## src/rtl/ca_subchannel_receiver.sv

```systemverilog
// Per-subchannel CA receiver: assembles 1/2-cycle CA commands, decodes them and flags protocol errors.
// Optional even-parity checking on each accepted word is enabled by defining CA_PARITY_EN.
module ca_subchannel_receiver #(
  parameter int CA_WIDTH       = 14,
  parameter int TIMEOUT_CYCLES = 4,
  parameter int COUNT_WIDTH    = 16
) (
  input  logic                    clk,
  input  logic                    rst_n,
  input  logic                    enable,
  input  logic [CA_WIDTH-1:0]     ca_in,
`ifdef CA_PARITY_EN
  input  logic                    ca_par_in,
`endif
  input  logic                    ca_valid_in,
  output logic                    ca_ready_out,
  output logic                    cmd_valid,
  input  logic                    cmd_ready,
  output logic [2:0]              cmd_type,
  output logic [2*CA_WIDTH-1:0]   cmd_addr,
  output logic [COUNT_WIDTH-1:0]  cmd_count,
  output logic [COUNT_WIDTH-1:0]  err_count,
  output logic                    err_pulse
);

  localparam int TMO_W = $clog2(TIMEOUT_CYCLES + 1);
  localparam logic [TMO_W-1:0] TMO_LAST = TMO_W'(TIMEOUT_CYCLES - 1);

  typedef enum logic [2:0] {
    CMD_ACT = 3'd0,
    CMD_RD  = 3'd1,
    CMD_WR  = 3'd2,
    CMD_MRW = 3'd3,
    CMD_PRE = 3'd4,
    CMD_REF = 3'd5
  } cmd_e;

  typedef enum logic {
    S_IDLE,
    S_WAIT_2ND
  } state_e;

  state_e                 state;
  cmd_e                   pend_type;
  logic [CA_WIDTH-1:0]    word0;
  logic [TMO_W-1:0]       tmo;

  logic                   accept;
  logic                   par_ok;
  logic [4:0]             opc;
  logic                   dec_one, dec_two, dec_nop;
  cmd_e                   dec_type;
  logic                   load;
  cmd_e                   ld_type;
  logic [2*CA_WIDTH-1:0]  ld_addr;
  logic                   err_evt;

  assign ca_ready_out = enable && !(cmd_valid && !cmd_ready);
  assign accept       = ca_valid_in && ca_ready_out;
  assign opc          = ca_in[4:0];

`ifdef CA_PARITY_EN
  assign par_ok = ~^{ca_in, ca_par_in};
`else
  assign par_ok = 1'b1;
`endif

  always_comb begin
    dec_one  = 1'b0;
    dec_two  = 1'b0;
    dec_nop  = 1'b0;
    dec_type = CMD_ACT;
    if (opc[1:0] == 2'b00) begin
      dec_two = 1'b1;
    end else begin
      case (opc)
        5'b11101: begin dec_two = 1'b1; dec_type = CMD_RD;  end
        5'b01101: begin dec_two = 1'b1; dec_type = CMD_WR;  end
        5'b00101: begin dec_two = 1'b1; dec_type = CMD_MRW; end
        5'b11011: begin dec_one = 1'b1; dec_type = CMD_PRE; end
        5'b10011: begin dec_one = 1'b1; dec_type = CMD_REF; end
        5'b11111: dec_nop = 1'b1;
        default:  ;
      endcase
    end
  end

  // A word accepted in WAIT_2ND always completes the command, even on the timeout cycle.
  always_comb begin
    load    = 1'b0;
    err_evt = 1'b0;
    ld_type = dec_type;
    ld_addr = {{CA_WIDTH{1'b0}}, ca_in};
    if (state == S_IDLE) begin
      if (accept) begin
        if (!par_ok)                   err_evt = 1'b1;
        else if (dec_one)              load    = 1'b1;
        else if (!dec_two && !dec_nop) err_evt = 1'b1;
      end
    end else begin
      ld_type = pend_type;
      ld_addr = {ca_in, word0};
      if (accept) begin
        if (!par_ok) err_evt = 1'b1;
        else         load    = 1'b1;
      end else if (enable && tmo == TMO_LAST) begin
        err_evt = 1'b1;
      end
    end
  end

  always_ff @(posedge clk or negedge rst_n) begin
    if (!rst_n) begin
      state     <= S_IDLE;
      pend_type <= CMD_ACT;
      word0     <= '0;
      tmo       <= '0;
      cmd_valid <= 1'b0;
      cmd_type  <= '0;
      cmd_addr  <= '0;
      cmd_count <= '0;
      err_count <= '0;
      err_pulse <= 1'b0;
    end else begin
      err_pulse <= err_evt;
      if (err_evt && err_count != '1) err_count <= err_count + 1'b1;

      if (load) begin
        cmd_valid <= 1'b1;
        cmd_type  <= ld_type;
        cmd_addr  <= ld_addr;
        if (cmd_count != '1) cmd_count <= cmd_count + 1'b1;
      end else if (cmd_valid && cmd_ready) begin
        cmd_valid <= 1'b0;
      end

      case (state)
        S_IDLE: begin
          if (accept && par_ok && dec_two) begin
            word0     <= ca_in;
            pend_type <= dec_type;
            tmo       <= '0;
            state     <= S_WAIT_2ND;
          end
        end
        S_WAIT_2ND: begin
          if (!enable || accept || tmo == TMO_LAST) state <= S_IDLE;
          else                                       tmo   <= tmo + 1'b1;
        end
        default: state <= S_IDLE;
      endcase
    end
  end

endmodule

```

## config.mk

```make
export PLATFORM = sky130hd
export DESIGN_NAME = ca_subchannel_receiver
export DESIGN_NICKNAME = d
export VERILOG_FILES = /design/src/rtl/ca_subchannel_receiver.sv
export SDC_FILE = /design/constraint.sdc
export NUM_CORES = 1
export LEC_CHECK = 0
export BUFFER_PORTS_ARGS = -buffer_cell sky130_fd_sc_hd__buf_4
export CELL_PAD_IN_SITES_DETAIL_PLACEMENT = 1
export CELL_PAD_IN_SITES_GLOBAL_PLACEMENT = 1
export CORE_AREA = 2 2 117 119
export DETAILED_ROUTE_END_ITERATION = 6
export DIE_AREA = 0 0 119 121
export MAX_ROUTING_LAYER = met4
export PLACE_DENSITY_LB_ADDON = 0.1
export SETUP_SLACK_MARGIN = 0.15
export SYNTH_ARGS = -nofsm -noshare
export SYNTH_HDL_FRONTEND = slang
export SYNTH_SLANG_ARGS = --single-unit
```

## constraint.sdc

```tcl
create_clock -name clk -period 2.3 [get_ports clk]
set_input_delay 0.575 -clock clk [delete_from_list [all_inputs] [get_ports clk]]
set_output_delay 0.575 -clock clk [all_outputs]
set_load 0.05 [all_outputs]
```

# Word level (Yosys, flattened, before mapping)
# Cells that the tools add are included.
# word_totals
ff_bits,86
inputBits,19
output_inout_bits,66
wordCells,75
# op_classes
addsub,3
eq_ne,11
mux,28
n_bitwise,1
reduce_logical,22
# ops
cell,n
adder 16 x 1 -> 16 bit (second input constant),2
inequality test 16 bit (second input constant),2
2-to-1 mux 28 bit,1
equality test 5 bit (second input constant),4
2-to-1 mux 1 bit,20
case mux 3 bit (5 select lines),1
2-to-1 mux 3 bit,4
logical AND 1 bit,8
case mux 3 bit (2 select lines),1
AND reduction 2 bit,3
equality test 5 x 3 -> 1 bit (second input constant),1
equality test 5 x 4 -> 1 bit (second input constant),1
logical NOT 1 bit,5
adder 3 x 1 -> 3 bit (second input constant),1
equality test 3 x 2 -> 1 bit (second input constant),1
OR reduction 3 bit,1
logical NOT 2 bit,1
logical OR 1 bit,2
inequality test 2 x 1 -> 1 bit (second input constant),1
inequality test 2 bit (second input constant),1
case mux 1 bit (2 select lines),1
nonzero test 2 bit,1
OR reduction 2 bit,1
inverter 1 bit,1

# Longest topological paths before layout
# logic_depth
ltp_word,11
mapped_depth,7
mapped_depth_nobuf,6

# Worst setup path before layout
# No wires, ideal clock.
# synth_path
path_type,reg2reg
start,reg cmd_count[0]
end,reg cmd_count[3]
setup_ps,146
t_arrival_ps,2001
required_time_ps,2154
setup_slack_ps,154
path_stages_with_launch,7
n_path_buf,0
period_less_slack_ps,2146
path_cell_list,dfrtp_1 > ha_1 > nand4_1 > nor3_1 > a31oi_2 > and4_1 > xor2_1
# synth_between
elab_chain_cells,2
word_cells_on_any_way,3
classes_between,add/sub (1); eq/ne (1); reduce/logical (1)
# synth_rtl
item,line_no,source
"start, declared",21,"output logic [COUNT_WIDTH-1:0] cmd_count,"
"start signal, assigned",132,if (cmd_count != '1) cmd_count <= cmd_count + 1'b1;
"parallel branches: the longest is 2 deep, another holds adder 16 x 1 -> 16 bit",n/a,
# Several ways; the timed one is not identified.
# A chain may end at the register's enable or synchronous reset.

# Final worst setup path
# layout_path
start,in ca_in[0]
end,reg err_count[15]
# layout_between
elab_chain_cells,11
word_cells_on_any_way,23
classes_between,eq/ne (6); mux (10); reduce/logical (7)
# layout_rtl
item,line_no,source
"start, declared",11,"input logic [CA_WIDTH-1:0] ca_in,"
equality test 5 x 3 -> 1 bit (tied with other cells),76,case (opc)
OR reduction 3 bit (no source line),n/a,
2-to-1 mux 1 bit,76,
2-to-1 mux 1 bit,73,if (opc[1:0] == 2'b00) begin
logical NOT 1 bit,98,else if (!dec_two && !dec_nop) err_evt = 1'b1;
logical AND 1 bit,98,
2-to-1 mux 1 bit,98,
2-to-1 mux 1 bit (*),97,else if (dec_one) load = 1'b1;
2-to-1 mux 1 bit (*),95,if (accept) begin
2-to-1 mux 1 bit (*),94,if (state == S_IDLE) begin
logical AND 1 bit (*),126,if (err_evt && err_count != '1) err_count <= err_count + 1'b1;
"end signal, assigned",126,
"end, declared",22,"output logic [COUNT_WIDTH-1:0] err_count,"
# Every way passes the cells marked *; elsewhere a longest branch is shown, timed or not.

==> out/qor.csv <==
stage,metric,value,unit
placement,gp_congestion,0.761,
sta,fin_crit,1.88,ns
routing,wl_per_cell,15.9,microns
yosys,synth-edff-count,0,
yosys,synth.avg_cell_area,12.2,sq um
sta,finalSetupViolCount,0,
clocking,clkSinkCount,86,
yosys,synthTopCellsByArea,"dfrtp_1, mux2_4, xnor2_1",
cells_and_area,diodes,0,
worst_setup_path,cp_max_fo,6,
floorplanning,die_height,121,microns
routing,drc_errors,0,
routing,drt_iter0_markers,163,
cells_and_area,drive_gt1_share,32.1,%
worst_setup_path,cp_cell_sequence,"buf_4, and3_1, a2111oi_4, a22oi_2, nor4_2, mux2_1",
worst_setup_path,worstPathRequired,2.52,ns
placement,placedCellCount,577,
sta,clock_skew,0.00670,ns
worst_setup_path,crit_type,in2reg,
sta,hold_viol_final,0,
cells_and_area,layout.cells.non_filler,593,
worst_setup_path,r2r_slack,0.45,ns
floorplanning,core,0.0131,sq mm
routing,first_pass_iters,4,
clocking,clock_path_buffers,2,
sta,fin_crit_sh,81.6,%
worst_setup_path,cp-start-kind,primary input,
clocking,cts_buffers,9,
run_status,status,"complete, no violations",
clocking,post_cts_hold_buffer_count,0,
power,p_leak,2.40,nW
cells_and_area,fillers,1435,
yosys,ys_ff_latch,86,
clocking,post_cts_buffers,0,
cells_and_area,areaGrowthSynthToFinish,31.3,%
clocking,clk_latency,0.34,ns
worst_setup_path,critPathLaunch,ca_in[0],
sta,tightest_slew,0.531,ns
placement,dpl_cell_area,0.00476,sq mm
yosys,ys_top_cells_by_count,"dfrtp_1, nand2_1, o21ai_0",
clocking,cts_tree,yes,
routing,ant_nets,0,
worst_setup_path,r2r_cells,6,
sta,slew_violations,0,
run,drv_cap,0,
sta,whs,0.257,ns
yosys,async_flop_share,100,%
clocking,path_clk_slew,0.06,ns
worst_setup_path,critPathSlowestCell,a2111oi_4,
yosys,synth.yosys.seq_area_share,55.7,%
floorplanning,initial_core_util,29.5,%
floorplanning,die-width,119,microns
yosys,synth_cell_types,51,
floorplanning,dieArea,0.0144,sq mm
yosys,synth.cell_area,0.00386,sq mm
grt,antenna_found_initial,0,
worst_setup_path,worstReg2RegStart,tmo[0]$_DFFE_PN0P_,
routing,routed_wl,9450,microns
floorplanning,rows,42,
sta,fmaxAchievable,0.533,GHz
yosys,synth_ff_type,dfrtp_1,
sta,rsz0062_at_grt,no,
yosys,synth_top_area_share,55.7,%
worst_setup_path,r2r-end,err_count[14]$_DFFE_PN0P_,
yosys,syn-num-nets,340,
sta,max-slew-margin-rel,64.6,%
worst_setup_path,slowest_delay,0.35,ns
clocking,cts_max_level,3,
sta,finalSetupTns,0,ns
power,p_per_area,1030,mW/mm^2
yosys,yosysMostFrequentCell,dfrtp_1,
worst_setup_path,arrival,2.10,ns
hold_path,min_path_type,in2async,
power,peakVddDrop,0.000442,V
worst_setup_path,endpoint_kind,flop,
grt,grt_max_degree,87,
clocking,cts-resized-gates,0,
grt,grt-ovfl-total,0,
placement,dp_hpwl,6760,microns
routing,via_count,2818,
yosys,synth_cells,317,
grt,grt.total_usage,14.3,%
yosys,synth_top_area_cell,dfrtp_1,
placement,io_buffers,84,
cells_and_area,stdcell_area,0.00507,sq mm
cells_and_area,finalNetCount,435,
grt,grt_pass1_wl,15600,microns
grt,first_global_vias,2895,
routing,viasPerCell,4.75,
clocking,clock-root-buffer,clkbuf_16,
yosys,yosys_warnings,0,
floorplanning,ios,85,
-- placed cells by master (no fill, tap or decap), types with 7 or more instances in the layout --
cell type and count:
mux2_4 12, and2_1 7, nand2_1 35, nand3_1 15, o21ai_0 18, xnor2_1 16, dfrtp_1 86, nand4_1 9
buf_4 92, a22o_1 12, mux2i_1 10, clkbuf_16 9, xor2_1 8
-- worst max-delay path: cells and delay by family --
kind | cells | cell delay [ns]
AO/OA/AOI/OAI | 2 | 0.52
multiplexers | 1 | 0.34
AND/OR/NAND/NOR | 2 | 0.51
buffers and inverters | 1 | 0.13
-- per-layer routing --
metal  GRT usage (%)  routed length [microns]  up-vias
met5               -                        0        -
met4            6.03                      163        0
met3            2.63                      274       11
met2            20.7                     4390       51
met1            19.6                     4620     1421
li1                -                        -     1335
-- where the power goes --
part / switching, W / internal, W
Combinational: 0.00110 / 0.000564
Sequential: 0.000223 / 0.00180
Clock: 0.000599 / 0.000954
Total: 0.00192 / 0.00332
-- kinds of logic (layout without fill, tap and decap cells) --
group / Yosys count / in the layout / share of synthesized area [%]
AND/OR/NAND/NOR: 104 / 104 / 15.2
buffers and inverters: 16 / 116 / 2.07
XOR/XNOR: 24 / 24 / 5.44
multiplexers: 29 / 29 / 9.29
AO/OA/AOI/OAI: 54 / 54 / 11.0
flip-flops: 86 / 86 / 55.7
adder cells (fa/ha/maj): 4 / 4 / 1.29
-- final cells by class --
class	instances	area [sq um]	area share, %
Clock inverter	5	83.8	1.65
Timing Repair Buffer	94	731	14.4
Sequential cell	86	2150	42.4
Clock buffer	11	233	4.59
Tap cell	176	220	4.34
Inverter	6	22.5	0.444
Multi-Input combinational cell	215	1630	32.2
-- stage by stage --
| step | utilization, % | total power (W) | setup WS, ns |
|---|---|---|---|
| after floorplan | - | 0.00315 | 0.154 |
| after global placement | 36.4 | 0.00371 | 0.0801 |
| after detailed placement | 36.4 | 0.00374 | 0.0731 |
| after CTS | 38.8 | 0.00534 | 0.426 |
| after global routing | 38.8 | 0.00550 | 0.292 |
| final | 38.8 | 0.00524 | 0.422 |
-- sequential cells by signal (all words and copies together), names as in the netlist, 3 cells and up --
name and count:
cmd_type 3, tmo 3, pend_type 3, cmd_count 16, word0 14, err_count 16
cmd_addr 28
-- worst max-delay path by stage --
stage	endpoint	slack, ns	depth (start not counted)
finish	err_count[15]$_DFFE_PN0P_	0.42	6
CTS	err_count[14]$_DFFE_PN0P_	0.43	6
global placement	err_count[15]$_DFFE_PN0P_	0.08	6
floorplan	cmd_count[3]$_DFFE_PN0P_	0.15	6
global route	err_count[15]$_DFFE_PN0P_	0.29	6
detailed placement	err_count[15]$_DFFE_PN0P_	0.07	6
(Power assumes the default switching activity.)
